## src/rtl/noc_traffic_injector.sv

```systemverilog
// PE-side NoC traffic injector: single-flit header packets on a req/gnt Local port.
// Optional INJ_STATS_EN adds saturating sent_cnt/stall_cnt outputs.
module noc_traffic_injector #(
  parameter int unsigned          DATA_WIDTH  = 32,
  parameter int unsigned          DIM         = 4,
  parameter int unsigned          PKT_ID_W    = 10,
  parameter int unsigned          MOD_ID_W    = 6,
  parameter logic [MOD_ID_W-1:0]  MODULE_ID   = '0,
  parameter logic [DIM-1:0]       X_SRC       = '0,
  parameter logic [DIM-1:0]       Y_SRC       = '0,
  parameter int unsigned          GAP_W       = 4,
  parameter int unsigned          MAX_PACKETS = 1023,
  parameter logic [15:0]          LFSR_SEED   = 16'hACE1
) (
  input  logic                  clk,
  input  logic                  reset,
  input  logic                  en,
  input  logic [1:0]            mode,
  input  logic [DIM-1:0]        cfg_dst_x,
  input  logic [DIM-1:0]        cfg_dst_y,
  input  logic [GAP_W-1:0]      gap_cfg,
  input  logic                  gap_rand,
  output logic                  ReqDnStr,
  input  logic                  GntDnStr,
  input  logic                  DnStrFull,
  output logic [DATA_WIDTH-1:0] PacketOut,
`ifdef INJ_STATS_EN
  output logic [31:0]           sent_cnt,
  output logic [31:0]           stall_cnt,
`endif
  output logic                  done
);

  localparam int unsigned HDR_W = 4*DIM + PKT_ID_W + MOD_ID_W;

  typedef enum logic [2:0] {IDLE, GAP, SEND, WAIT, DONE} state_t;

  state_t                state_q, state_d;
  logic                  req_q, req_d;
  logic [DATA_WIDTH-1:0] pkt_q, pkt_d;
  logic [PKT_ID_W-1:0]   id_q, id_d, id_inc;
  logic [GAP_W-1:0]      cnt_q, cnt_d;
  logic [GAP_W-1:0]      delay_q, delay_d;
  logic [15:0]           lfsr_q, lfsr_d;
  logic [DIM-1:0]        dst_x, dst_y;
  logic [DATA_WIDTH-1:0] hdr;
  logic                  budget_hit;

  // Galois LFSR, mask 0xB400, free-running regardless of state
  always_comb begin
    lfsr_d = {1'b0, lfsr_q[15:1]};
    if (lfsr_q[0]) lfsr_d = lfsr_d ^ 16'hB400;
  end

  always_comb begin
    dst_x = cfg_dst_x;
    dst_y = cfg_dst_y;
    unique case (mode)
      2'd0: begin
        dst_x = cfg_dst_x;
        dst_y = cfg_dst_y;
      end
      2'd1: begin
        dst_x = lfsr_q[2*DIM-1 -: DIM];
        dst_y = lfsr_q[DIM-1:0];
        // never address ourselves: flip the x LSB on a self-hit
        if (dst_x == X_SRC && dst_y == Y_SRC) dst_x[0] = ~dst_x[0];
      end
      2'd2: begin
        dst_x = Y_SRC;
        dst_y = X_SRC;
      end
      default: begin
        dst_x = ~X_SRC;
        dst_y = ~Y_SRC;
      end
    endcase
  end

  assign id_inc = id_q + 1'b1;

  always_comb begin
    hdr = '0;
    hdr[DATA_WIDTH-1 -: HDR_W] = {dst_x, dst_y, X_SRC, Y_SRC, id_inc, MODULE_ID};
  end

  assign budget_hit = (MAX_PACKETS != 0) && (32'(id_q) == MAX_PACKETS);

  always_comb begin
    state_d = state_q;
    req_d   = req_q;
    pkt_d   = pkt_q;
    id_d    = id_q;
    cnt_d   = cnt_q;
    delay_d = delay_q;
    unique case (state_q)
      IDLE: begin
        if (en) begin
          delay_d = gap_rand ? lfsr_q[GAP_W-1:0] : gap_cfg;
          cnt_d   = '0;
          state_d = GAP;
        end
      end
      GAP: begin
        if (!en)                   state_d = IDLE;
        else if (cnt_q == delay_q) state_d = SEND;
        else                       cnt_d   = cnt_q + 1'b1;
      end
      SEND: begin
        if (!DnStrFull) begin
          id_d    = id_inc;
          pkt_d   = hdr;
          req_d   = 1'b1;
          state_d = WAIT;
        end
      end
      WAIT: begin
        if (GntDnStr) begin
          req_d   = 1'b0;
          state_d = budget_hit ? DONE : IDLE;
        end
      end
      DONE: req_d = 1'b0;
      default: begin
        req_d   = 1'b0;
        state_d = IDLE;
      end
    endcase
  end

  always_ff @(posedge clk or posedge reset) begin
    if (reset) begin
      state_q <= IDLE;
      req_q   <= 1'b0;
      pkt_q   <= '0;
      id_q    <= '0;
      cnt_q   <= '0;
      delay_q <= '0;
      lfsr_q  <= LFSR_SEED;
    end else begin
      state_q <= state_d;
      req_q   <= req_d;
      pkt_q   <= pkt_d;
      id_q    <= id_d;
      cnt_q   <= cnt_d;
      delay_q <= delay_d;
      lfsr_q  <= lfsr_d;
    end
  end

  assign ReqDnStr  = req_q;
  assign PacketOut = pkt_q;
  assign done      = (state_q == DONE);

`ifdef INJ_STATS_EN
  logic [31:0] sent_q, sent_d, stall_q, stall_d;

  always_comb begin
    sent_d  = sent_q;
    stall_d = stall_q;
    if (state_q == WAIT && GntDnStr && sent_q != '1) sent_d = sent_q + 1'b1;
    if (((state_q == SEND && DnStrFull) || (state_q == WAIT && !GntDnStr)) && stall_q != '1)
      stall_d = stall_q + 1'b1;
  end

  always_ff @(posedge clk or posedge reset) begin
    if (reset) begin
      sent_q  <= '0;
      stall_q <= '0;
    end else begin
      sent_q  <= sent_d;
      stall_q <= stall_d;
    end
  end

  assign sent_cnt  = sent_q;
  assign stall_cnt = stall_q;
`endif

endmodule

```

## config.mk

```make
export PLATFORM = sky130hd
export DESIGN_NAME = noc_traffic_injector
export DESIGN_NICKNAME = d
export VERILOG_FILES = /design/src/rtl/noc_traffic_injector.sv
export SDC_FILE = /design/constraint.sdc
export NUM_CORES = 1
export LEC_CHECK = 0
export BUFFER_PORTS_ARGS = -buffer_cell sky130_fd_sc_hd__buf_4
export CORE_UTILIZATION = 48
export CTS_CLUSTER_DIAMETER = 80
export DETAILED_ROUTE_END_ITERATION = 8
export PLACE_DENSITY_LB_ADDON = 0.25
export SLEW_MARGIN = 20
export SYNTH_ARGS = -nofsm -noshare
export SYNTH_HDL_FRONTEND = slang
export SYNTH_SLANG_ARGS = --single-unit
```

## constraint.sdc

```tcl
create_clock -name clk -period 2.5 [get_ports clk]
set_input_delay 0.5 -clock clk [delete_from_list [all_inputs] [get_ports clk]]
set_output_delay 0.5 -clock clk [all_outputs]
set_load 0.1 [all_outputs]
```

Word-level counts from Yosys, hierarchy flattened --
Cells that the tools add are included.
Storage, ports and cells: output and inout bits 34, logic and storage cells 59, bits in registers 56, bits of input ports 20
Operators by class: $add $sub $neg 2, multiplexer cells 19, equal/unequal tests 14, bitwise gates (word level) 5, reductions and logical operators 12
Operators by type and width (count):
- 4-bit one-hot mux with 3 select lines | 2
- 3-bit two-way mux | 6
- 16-bit two-way mux | 1
- 4-bit two-way mux | 4
- 3-bit one-hot mux with 5 select lines | 1
- 10-bit by 1-bit adder with 10-bit output, second input constant | 1
- 10-bit equality test, second input constant | 1
- 2-bit inequality test, second input constant | 5
- 4-bit logical NOT | 2
- 4-bit one-hot mux with 2 select lines | 1
- 3-bit by 2-bit equality test with 1-bit output, second input constant | 2
- 5-bit AND reduction | 1
- 4-bit by 1-bit adder with 4-bit output, second input constant | 1
- 4-bit equality test | 1
- 1-bit NOT | 4
- 3-bit NOT with 4-bit output | 1
- 2-bit AND reduction | 2
- 4-bit AND reduction | 1
- 3-bit by 1-bit equality test with 1-bit output, second input constant | 1
- 3-bit equality test, second input constant | 1
- 3-bit logical NOT | 1
- 1-bit two-way mux | 3
- 3-bit inequality test, second input constant | 1
- 1-bit one-hot mux with 3 select lines | 1
- 7 further kinds | 7

Logic depth before layout (Yosys ltp) --
Gate-level depths: netlist (run 1).
depth in word-level cells 4, mapped depth 6, mapped depth without buffers 5

Worst setup path after synthesis (run 1) --
No wires, ideal clock.
path kind reg2reg, from register id_q[0], to register state_q[2], buffers on the path 0, data required time 2422 ps, slack 408 ps, clock period less this slack 2092 ps, stages on the path, launching flop included 5, arrival 2014 ps, cell sequence dfrtp_1 -> ha_1 -> nand4_1 -> or4_1 -> o21bai_1
Between the ends: word-level cells in the longest chain between the ends 4
RTL lines:
- start, declared | line 41 | logic [PKT_ID_W-1:0] id_q, id_d, id_inc;
- start signal, assigned | line 144 | id_q <= id_d;
- 10-bit equality test | line 87 | assign budget_hit = (MAX_PACKETS != 0) && (32'(id_q) == MAX_PACKETS);
- 3-bit two-way mux | line 120 | state_d = budget_hit ? DONE : IDLE;
- 3-bit two-way mux | line 118 | if (GntDnStr) begin
- 3-bit one-hot mux with 5 select lines | line 96 | unique case (state_q)
- end signal, assigned | line 141 | state_q <= state_d;
- end, declared | line 38 | state_t state_q, state_d;
Every way passes these cells. The select of a mux whose other input is x is not followed. A chain may end at the register's enable or synchronous reset.

Worst setup path in the final report (run 1) --
from register state_q[0], to register pkt_q[15] (netlist: PacketOut[15])
Between the ends: word-level cells in the longest chain between the ends 2
RTL lines:
- 3-bit by 2-bit equality test with 1-bit output | line 96
- 2-bit AND reduction (no source line)
- end signal, assigned | line 143 | pkt_q <= pkt_d;
- end, declared | line 40 | logic [DATA_WIDTH-1:0] pkt_q, pkt_d;
Every way passes these cells.

==> results.md, run 1 <==
- The TritonCTS clock tree is done.
- The post-synthesis average cell area is 10.7 um2.
- The peak fanout along the critical path is 12.
- The first detailed-routing pass ran for 4 iterations.
- The number of slew-limit violations in the final report is 0.
- The longest individual stage delay on the worst path is 0.58 ns.
- For this run, the register share of the synthesized area comes to 0.563.
- The via count of the first global-routing pass is 1288.
- Across the VDD grid, the largest voltage drop is 901 uV.
- The power per unit of standard cell area is 1210 mW/mm2.
- The horizontal extent of the die is 67.6 um.
- The cell row count is 23.
- In the synthesized netlist the dominant register cell turns out to be sky130_fd_sc_hd__dfrtp_1.
- Across the routed clock network, the largest skew measured is 0.00949 ns.
- The number of H-tree branching levels is 2.
- Timing would allow up to 508 MHz.
- The die covers 0.00456 mm2.
- For the pin with the worst max-slew slack, the measured transition is 0.740 ns.
- The run finished with clean final reports.
- For this run, design rule violations remaining after detail routing come to 0.
- For the worst setup path, the data required time is 2.72 ns.
- The share of synthesized area in the top cell type comes to 0.461.
- The number of buffers added by the clock tree synthesis step is 5.
- The hold buffer count at cts is 0.
- The register cell area after layout is 0.00116 mm2.
- Ranked by total cell area, the synthesized netlist is headed by sky130_fd_sc_hd__dfrtp_1, sky130_fd_sc_hd__dfstp_2, sky130_fd_sc_hd__buf_4.
- The clock reaches the later pin of the worst-skew pair after 0.29 ns.
- After the first detailed-routing iteration, the DRC count stood at 90.
- In the layout the commonest cells are sky130_fd_sc_hd__buf_4, sky130_fd_sc_hd__dfrtp_1, sky130_fd_sc_hd__nand2_1.
- The initial utilization of the core area, before any placement, comes to 0.508.
- The time the final worst path needs with I/O delays and setup is 1.97 ns.
- Synthesis handed over a netlist of 193 instances.
- The ratio of routed vias to standard cells is 4.97.
- The total number of clock tree sinks is 46.
- Of the cells placed in the final design, the portion with a size suffix greater than 1 is 0.240.
- The number of synthesized register bits is 46.
- The largest individual stage delay along the critical path comes from the cell sky130_fd_sc_hd__or4b_1.
- In this run the cell area measured after placement is 0.00236 mm2.
- After routing the design area is 0.00244 mm2.
- The post-route fraction of the period consumed by the critical path is 0.787.
- The detailed placer's ending HPWL is 2600 um.
- The routed design uses 171 um of met3 wire.
- In this run the cell area of the synthesized design comes to 0.00206 mm2.
- The final antenna-violating net count is 0.
- The first global-routing pass estimated 5870 um of wire.
- The sort of element at the end of the critical path is a flop.
- The buffer cell driving the clock tree root is sky130_fd_sc_hd__clkbuf_8.
- The number of buffers inserted by port buffering is 39.
- Counting along the longest clock path gives a buffer depth of 2.
- The highest metal layer with signal wires is met4.
- The placer's final routability congestion estimate is 0.762.
- After detailed routing, the total wire length is 3600 um.
- Relative to the synthesized area, the layout overhead comes to 18.2%.
- The type of element launching the critical path is a flop.
- The I/O pin count is 54.
- The signal on the critical path passes through or4b_1, or4_4, nor2_1, xor2_1.
- After global routing the overflow that remains totals 0.
- In this run the post-CTS setup repair buffer count came out at 0.
- The number of nets in the finished design is 254.
- The analysis attributes to cell leakage a power of 1.17 nW.
- The number of hold violations in the final report was 0.
- The area of the multi-input gates is 800 um2.
- In the global route stage, overall resource usage came out at 0.179.
- The detailed-route wire length on metal 1 is 1710 um.
- Entering global routing, the biggest net connects 29 pins.
- The worst hold path belongs to the class in -> async.
- The count of warnings emitted by yosys is 0.
- The type of the worst setup path is reg -> reg.
- The family with the most delay on the worst path is simple AND/OR/NAND/NOR gates.
- The sum of met2 wire segment lengths after detailed routing is 1660 um.
- Across the run, the number of max-cap violations was 0.
- Yosys mapped a number of flops with a built-in enable equal to 0.
- Setup repair after global routing left no endpoint under its margin.
- The vertical die dimension is 67.6 um.
- The worst pin sits at a relative slew slack of 0.504.
- The initial antenna violation count was 0.
- The clock-pin slew on the worst setup and hold paths is 0.08 ns.
- The number of buffers and inverters on the critical path is 0.
- The critical path data arrival time is 2.19 ns.
- The most common cell after layout, fill and taps aside is sky130_fd_sc_hd__buf_4.
- The core region area is 0.00406 mm2.
- The post-cts sizing count is 0.
- The most area-hungry cell type in the Yosys netlist is sky130_fd_sc_hd__dfrtp_1.
- The post-detailed-route wirelength per cell is 12.7 um.
- Setup violations remaining at the end of the flow were counted as 0.
- Summed over all failing endpoints, the final setup total negative slack is 0 ns.
- 0 antenna diodes ended up in the layout.
- The routed layout has 1406 vias.
- The distinct cell type count of the synthesized netlist is 38.
- The fraction of synthesis flops using an asynchronous set or reset pin is 1.00.
- The number of fillers in the final layout is 349.
## worst reg2reg max path, stage by stage (launching register included)
cell,delay (ns)
sky130_fd_sc_hd__dfrtp_1,0.49
sky130_fd_sc_hd__or4b_1,0.58
sky130_fd_sc_hd__or4_4,0.55
sky130_fd_sc_hd__nor2_1,0.14
sky130_fd_sc_hd__xor2_1,0.14
## stage by stage
step / hold slack (ns) / util / power [mW] / cells / worst slack (ns)
after global routing: 0.272 / 0.601 / 3.11 / 283 / 0.430
after detailed placement: 0.339 / 0.581 / 2.54 / 275 / 0.459
after CTS: 0.256 / 0.601 / 2.98 / 283 / 0.515
after global placement: 0.337 / 0.581 / 2.52 / 275 / 0.476
final: 0.239 / 0.601 / 2.95 / 283 / 0.532
after floorplan: 0.331 / - / 2.26 / 206 / 0.408
## logic make-up (layout without fill, tap and decap cells)
| kind of cell | Yosys count | count (layout) | synth area share |
|---|---|---|---|
| compound gates | 33 | 33 | 0.0976 |
| fa+ha+maj | 2 | 2 | 0.0121 |
| other cells | 1 | 14 | 0.00182 |
| buf+inv | 26 | 53 | 0.0734 |
| xor+xnor | 16 | 16 | 0.0679 |
| simple gates | 65 | 65 | 0.165 |
| flops | 46 | 46 | 0.563 |
| mux | 4 | 4 | 0.0194 |
## where the power goes
part	switching [mW]	internal [mW]	leakage, nW
Combinational	1.11	0.341	0.551
Sequential	0.158	0.907	0.584
Clock	0.232	0.199	0.0395
Total	1.50	1.45	1.17
## flip-flops by register name (all words and copies together), names as in the netlist
| name | flops |
|---|---|
| cnt_q | 4 |
| state_q | 3 |
| ReqDnStr | 1 |
| PacketOut | 9 |
| delay_q | 4 |
| lfsr_q | 16 |
| id_q | 9 |
## worst paths after layout
path,slack (ns),startpoint,endpoint,depth (start not counted)
min in group clk,0.35,lfsr_q[9],lfsr_q[8],0
min,0.24,reset,PacketOut[31],2
max in group asynchronous,1.65,reset,lfsr_q[15],3
max,0.53,state_q[0],PacketOut[15],4
min reg2reg,0.35,lfsr_q[9],lfsr_q[8],0
max reg2reg,0.53,state_q[0],PacketOut[15],4
## per-layer routing
metal	global-route usage	vias up
li1	-	710
met1	0.235	653
met2	0.272	37
met3	0.0439	6
met4	0.0878	0
met5	0	-
## Yosys cell counts (2+ instances only)
library cell                n
sky130_fd_sc_hd__or4_1      2
sky130_fd_sc_hd__nand2b_1   2
sky130_fd_sc_hd__nand3_1    4
sky130_fd_sc_hd__o21ai_0   15
sky130_fd_sc_hd__dfrtp_1   38
sky130_fd_sc_hd__nand4_1    5
sky130_fd_sc_hd__inv_1      4
sky130_fd_sc_hd__dfstp_2    8
sky130_fd_sc_hd__clkbuf_1   6
sky130_fd_sc_hd__nor3_1     3
sky130_fd_sc_hd__ha_1       2
sky130_fd_sc_hd__a21oi_1    2
sky130_fd_sc_hd__nor2_1     7
sky130_fd_sc_hd__nand2_1   23
sky130_fd_sc_hd__nor2b_1    9
sky130_fd_sc_hd__and2_1     3
sky130_fd_sc_hd__buf_4     14
sky130_fd_sc_hd__o32ai_1    2
sky130_fd_sc_hd__xor2_1     6
sky130_fd_sc_hd__xnor2_1   10
sky130_fd_sc_hd__mux2i_1    4
sky130_fd_sc_hd__o22ai_1    8
## cell type report
class	count	share of cell area
sequential	46	0.476
tap	50	0.0257
multi-input combinational	134	0.328
clock buffer	8	0.0328
inverter	4	0.00616
timing repair buffer	41	0.131
No activity file was read; power rests on OpenSTA's default activity.
==> run 2: changes to the inputs <==
- clock period: 2.5 -> 1.98 ns (I/O delays scaled with it)
==> run 2 against run 1 <==
Against the previous run:
- global-route usage shrank 0.25 points
- combinational power grew 30%
- cell count up 1.4%
- critical endpoint is now done
- non-clock buffer count rose by 4
- clock power is 35% higher
- highest routed layer unchanged
- cell area increased by 1.3%
- die area unchanged
- wire length up 0.58%
==> results.md, run 2 (synthesized netlist as in run 1, its figures left out) <==
- The number of nets in the finished design came to 258 (was 254).
- The number of setup buffers added after CTS is 0 (unchanged).
- The global-route usage over all layers came to 0.176 (was 0.179).
- The post-detailed-route wirelength per cell is 12.6 um (was 12.7 um).
- The vertical die dimension is 67.6 um (unchanged).
- The family with the most delay on the worst path is buffers and inverters (was simple AND/OR/NAND/NOR gates).
- The hold buffer count at cts is 0 (unchanged).
- The worst clock skew on the final layout was 0.00615 ns (was 0.00949 ns).
- The core region area is 0.00406 mm2 (unchanged).
- The count of inserted antenna diode cells is 0 (unchanged).
- The type of the worst setup path is reg -> out (was reg -> reg).
- The slowest stage cell on the critical path is sky130_fd_sc_hd__dfrtp_1 (was sky130_fd_sc_hd__or4b_1).
- The number of flip-flops in the largest register is 16 (unchanged).
- The number of slew-limit violations in the final report is 0 (unchanged).
- The peak fanout along the critical path is 11 (was 12).
- The dominant cell type by count on the critical path is sky130_fd_sc_hd__buf_4.
- The worst supply voltage drop on vdd came to 1170 uV (was 901 uV).
- The maximum number of buffers from clock root to sink is 2 (unchanged).
- The number of H-tree branching levels is 2 (unchanged).
- The via count of the first global-routing pass is 1278 (was 1288).
- The critical path data arrival time came to 1.46 ns (was 2.19 ns).
- The starting utilization of the core area is 0.508 (unchanged).
- The longest individual stage delay on the worst path came to 0.37 ns (was 0.58 ns).
- For this run, the top clock speed supported by timing is 538 MHz.
- The leakage component of the power came to 1.20 nW (was 1.17 nW).
- The register name with the most flops was lfsr_q (unchanged).
- The number of violations reported at the end of detailed-routing iteration 0 came to 53 (was 90).
- The worst min-delay path category was in -> async (unchanged).
- The count of placed standard cells including taps came to 279 (was 275).
- The final antenna-violating net count is 0 (unchanged).
- Commonest cells after routing, fill and taps aside: sky130_fd_sc_hd__buf_4, sky130_fd_sc_hd__dfrtp_1, sky130_fd_sc_hd__nand2_1 (unchanged).
- The buffer cell driving the clock tree root is sky130_fd_sc_hd__clkbuf_8 (unchanged).
- The cell row count is 23 (unchanged).
- The largest net degree at the start of global routing is 47 (was 29).
- The layout overhead on the synthesized area is 19.8% (was 18.2%).
- Unrepaired setup endpoints after global routing: no (unchanged).
- The initial antenna violation count is 0 (unchanged).
- The area of the die is 0.00456 mm2 (unchanged).
- The detailed placer's ending HPWL was 2590 um (was 2600 um).
- The TritonCTS clock tree is done (unchanged).
- The relative slew slack is 0.634 (was 0.504).
- The number of detailed-route iterations in the first pass was 4 (unchanged).
- The number of buffers inserted by port buffering is 39 (unchanged).
- The clock-pin slew on the worst setup and hold paths came to 0.08 ns (about the same).
- The most common cell after layout, fill and taps aside is sky130_fd_sc_hd__buf_4 (unchanged).
- The post-cts sizing count is 0 (unchanged).
- The number of buffers and inverters on the critical path was 2 (was 0).
- The sort of element at the end of the critical path was a primary output (was flop).
- The ratio of routed vias to standard cells is 5.02 (was 4.97).
- The clock latency on the worst-skew pair is 0.30 ns (was 0.29 ns).
- The horizontal extent of the die is 67.6 um (unchanged).
- The final global-route overflow total is 0 (unchanged).
- The I/O pin count is 54 (unchanged).
- The global-route wire length before repair came to 5810 um (was 5870 um).
- The vias after detailed routing was 1442 (was 1406).
- The endpoint required time on the critical path was 1.58 ns (was 2.72 ns).
- The number of max-cap violations is 0 (unchanged).
- The placer's final routability congestion estimate is 0.758 (was 0.762).
- The type of element launching the critical path was a flop (unchanged).
- The total wire length after detailed routing is 3620 um (was 3600 um).
- Status: complete, no violations (unchanged).
- The power per unit of standard cell area was 1540 mW/mm2 (was 1210 mW/mm2).
- Of the available clock period, the critical path in the final layout requires 0.939.
- Counting I/O delays and the setup requirement, the final critical path takes 1.86 ns.
- The number of remaining DRC errors was 0 (unchanged).
- The number of endpoints failing setup at the final stage came to 0 (unchanged).
- The final-layout setup total negative slack came to 0 ns (unchanged).
- The actual transition at the worst max-transition pin is 0.549 ns (was 0.740 ns).
- The number of buffers added by the clock tree synthesis step came to 5 (unchanged).
- The final cell count without fillers is 287 (was 283).
- The layout cell share with drive strength beyond 1 was 0.274 (was 0.240).
- The total number of clock tree sinks is 46 (unchanged).
- The number of hold violations in the final report came to 0 (unchanged).
- Crit path cell chain: buf_4, nor2_1, and2_1, buf_4 (was or4b_1, or4_4, nor2_1, xor2_1).
run 2: changes by cell type in the layout (fill, tap and decap cells not counted), sizes merged:
cell    delta
clkbuf     -1
clkinv     +1
buf        +4
run 2: tightest hold or removal path: stages:
cell	delay, ns
sky130_fd_sc_hd__buf_4	0.11
sky130_fd_sc_hd__clkinv_1	0.03
sky130_fd_sc_hd__buf_4	0.45
run 2: report_power, final:
group / total [mW] / internal, mW / leakage [nW] / switching (mW)
registers: 1.31 / 1.15 / 0.581 / 0.163
clock network: 0.583 / 0.282 / 0.0482 / 0.301
logic: 1.90 / 0.453 / 0.567 / 1.45
run 2: area by class of cell:
class	count	area [um2]
Clock buffer	7	86.3
Clock inverter	1	5.00
Fill cell	355	1590
Inverter	4	15.0
Multi-Input combinational cell	134	800
Sequential cell	46	1160
Tap cell	50	62.6
Timing Repair Buffer	45	338
run 2: metrics by stage:
stage / util / area (um2) / hold WS, ns / power (mW) / setup WS (ns)
after global routing: 0.609 / 2470 / 0.280 / 4.01 / 0.00849
after detailed placement: 0.586 / 2380 / 0.337 / 3.24 / 0.0480
after global placement: 0.586 / 2380 / 0.335 / 3.22 / 0.0709
after floorplan: - / 2120 / 0.331 / 2.86 / 0.111
after CTS: 0.609 / 2470 / 0.244 / 3.85 / 0.0971
final: 0.609 / 2470 / 0.228 / 3.80 / 0.120
run 2: per-layer routing:
| layer | part of all wire | up-vias | global-route usage |
|---|---|---|---|
| li1 | - | 715 | - |
| met3 | 0.052 | 7 | 0.0557 |
| met2 | 0.47 | 42 | 0.265 |
| met1 | 0.46 | 678 | 0.229 |
| met4 | 0.017 | 0 | 0.0824 |
| met5 | 0 | - | 0 |
run 2: worst paths after layout:
kind | start | to | slack (ns) | depth (start not counted)
setup / recovery | state_q[0] | done | 0.12 | 4
hold / removal | reset | cnt_q[3] | 0.23 | 3
setup reg to reg | state_q[0] | PacketOut[15] | 0.13 | 4
hold reg to reg | lfsr_q[12] | lfsr_q[11] | 0.35 | 0
max in group asynchronous | reset | id_q[2] | 1.35 | 3
min in group clk | lfsr_q[12] | lfsr_q[11] | 0.35 | 0
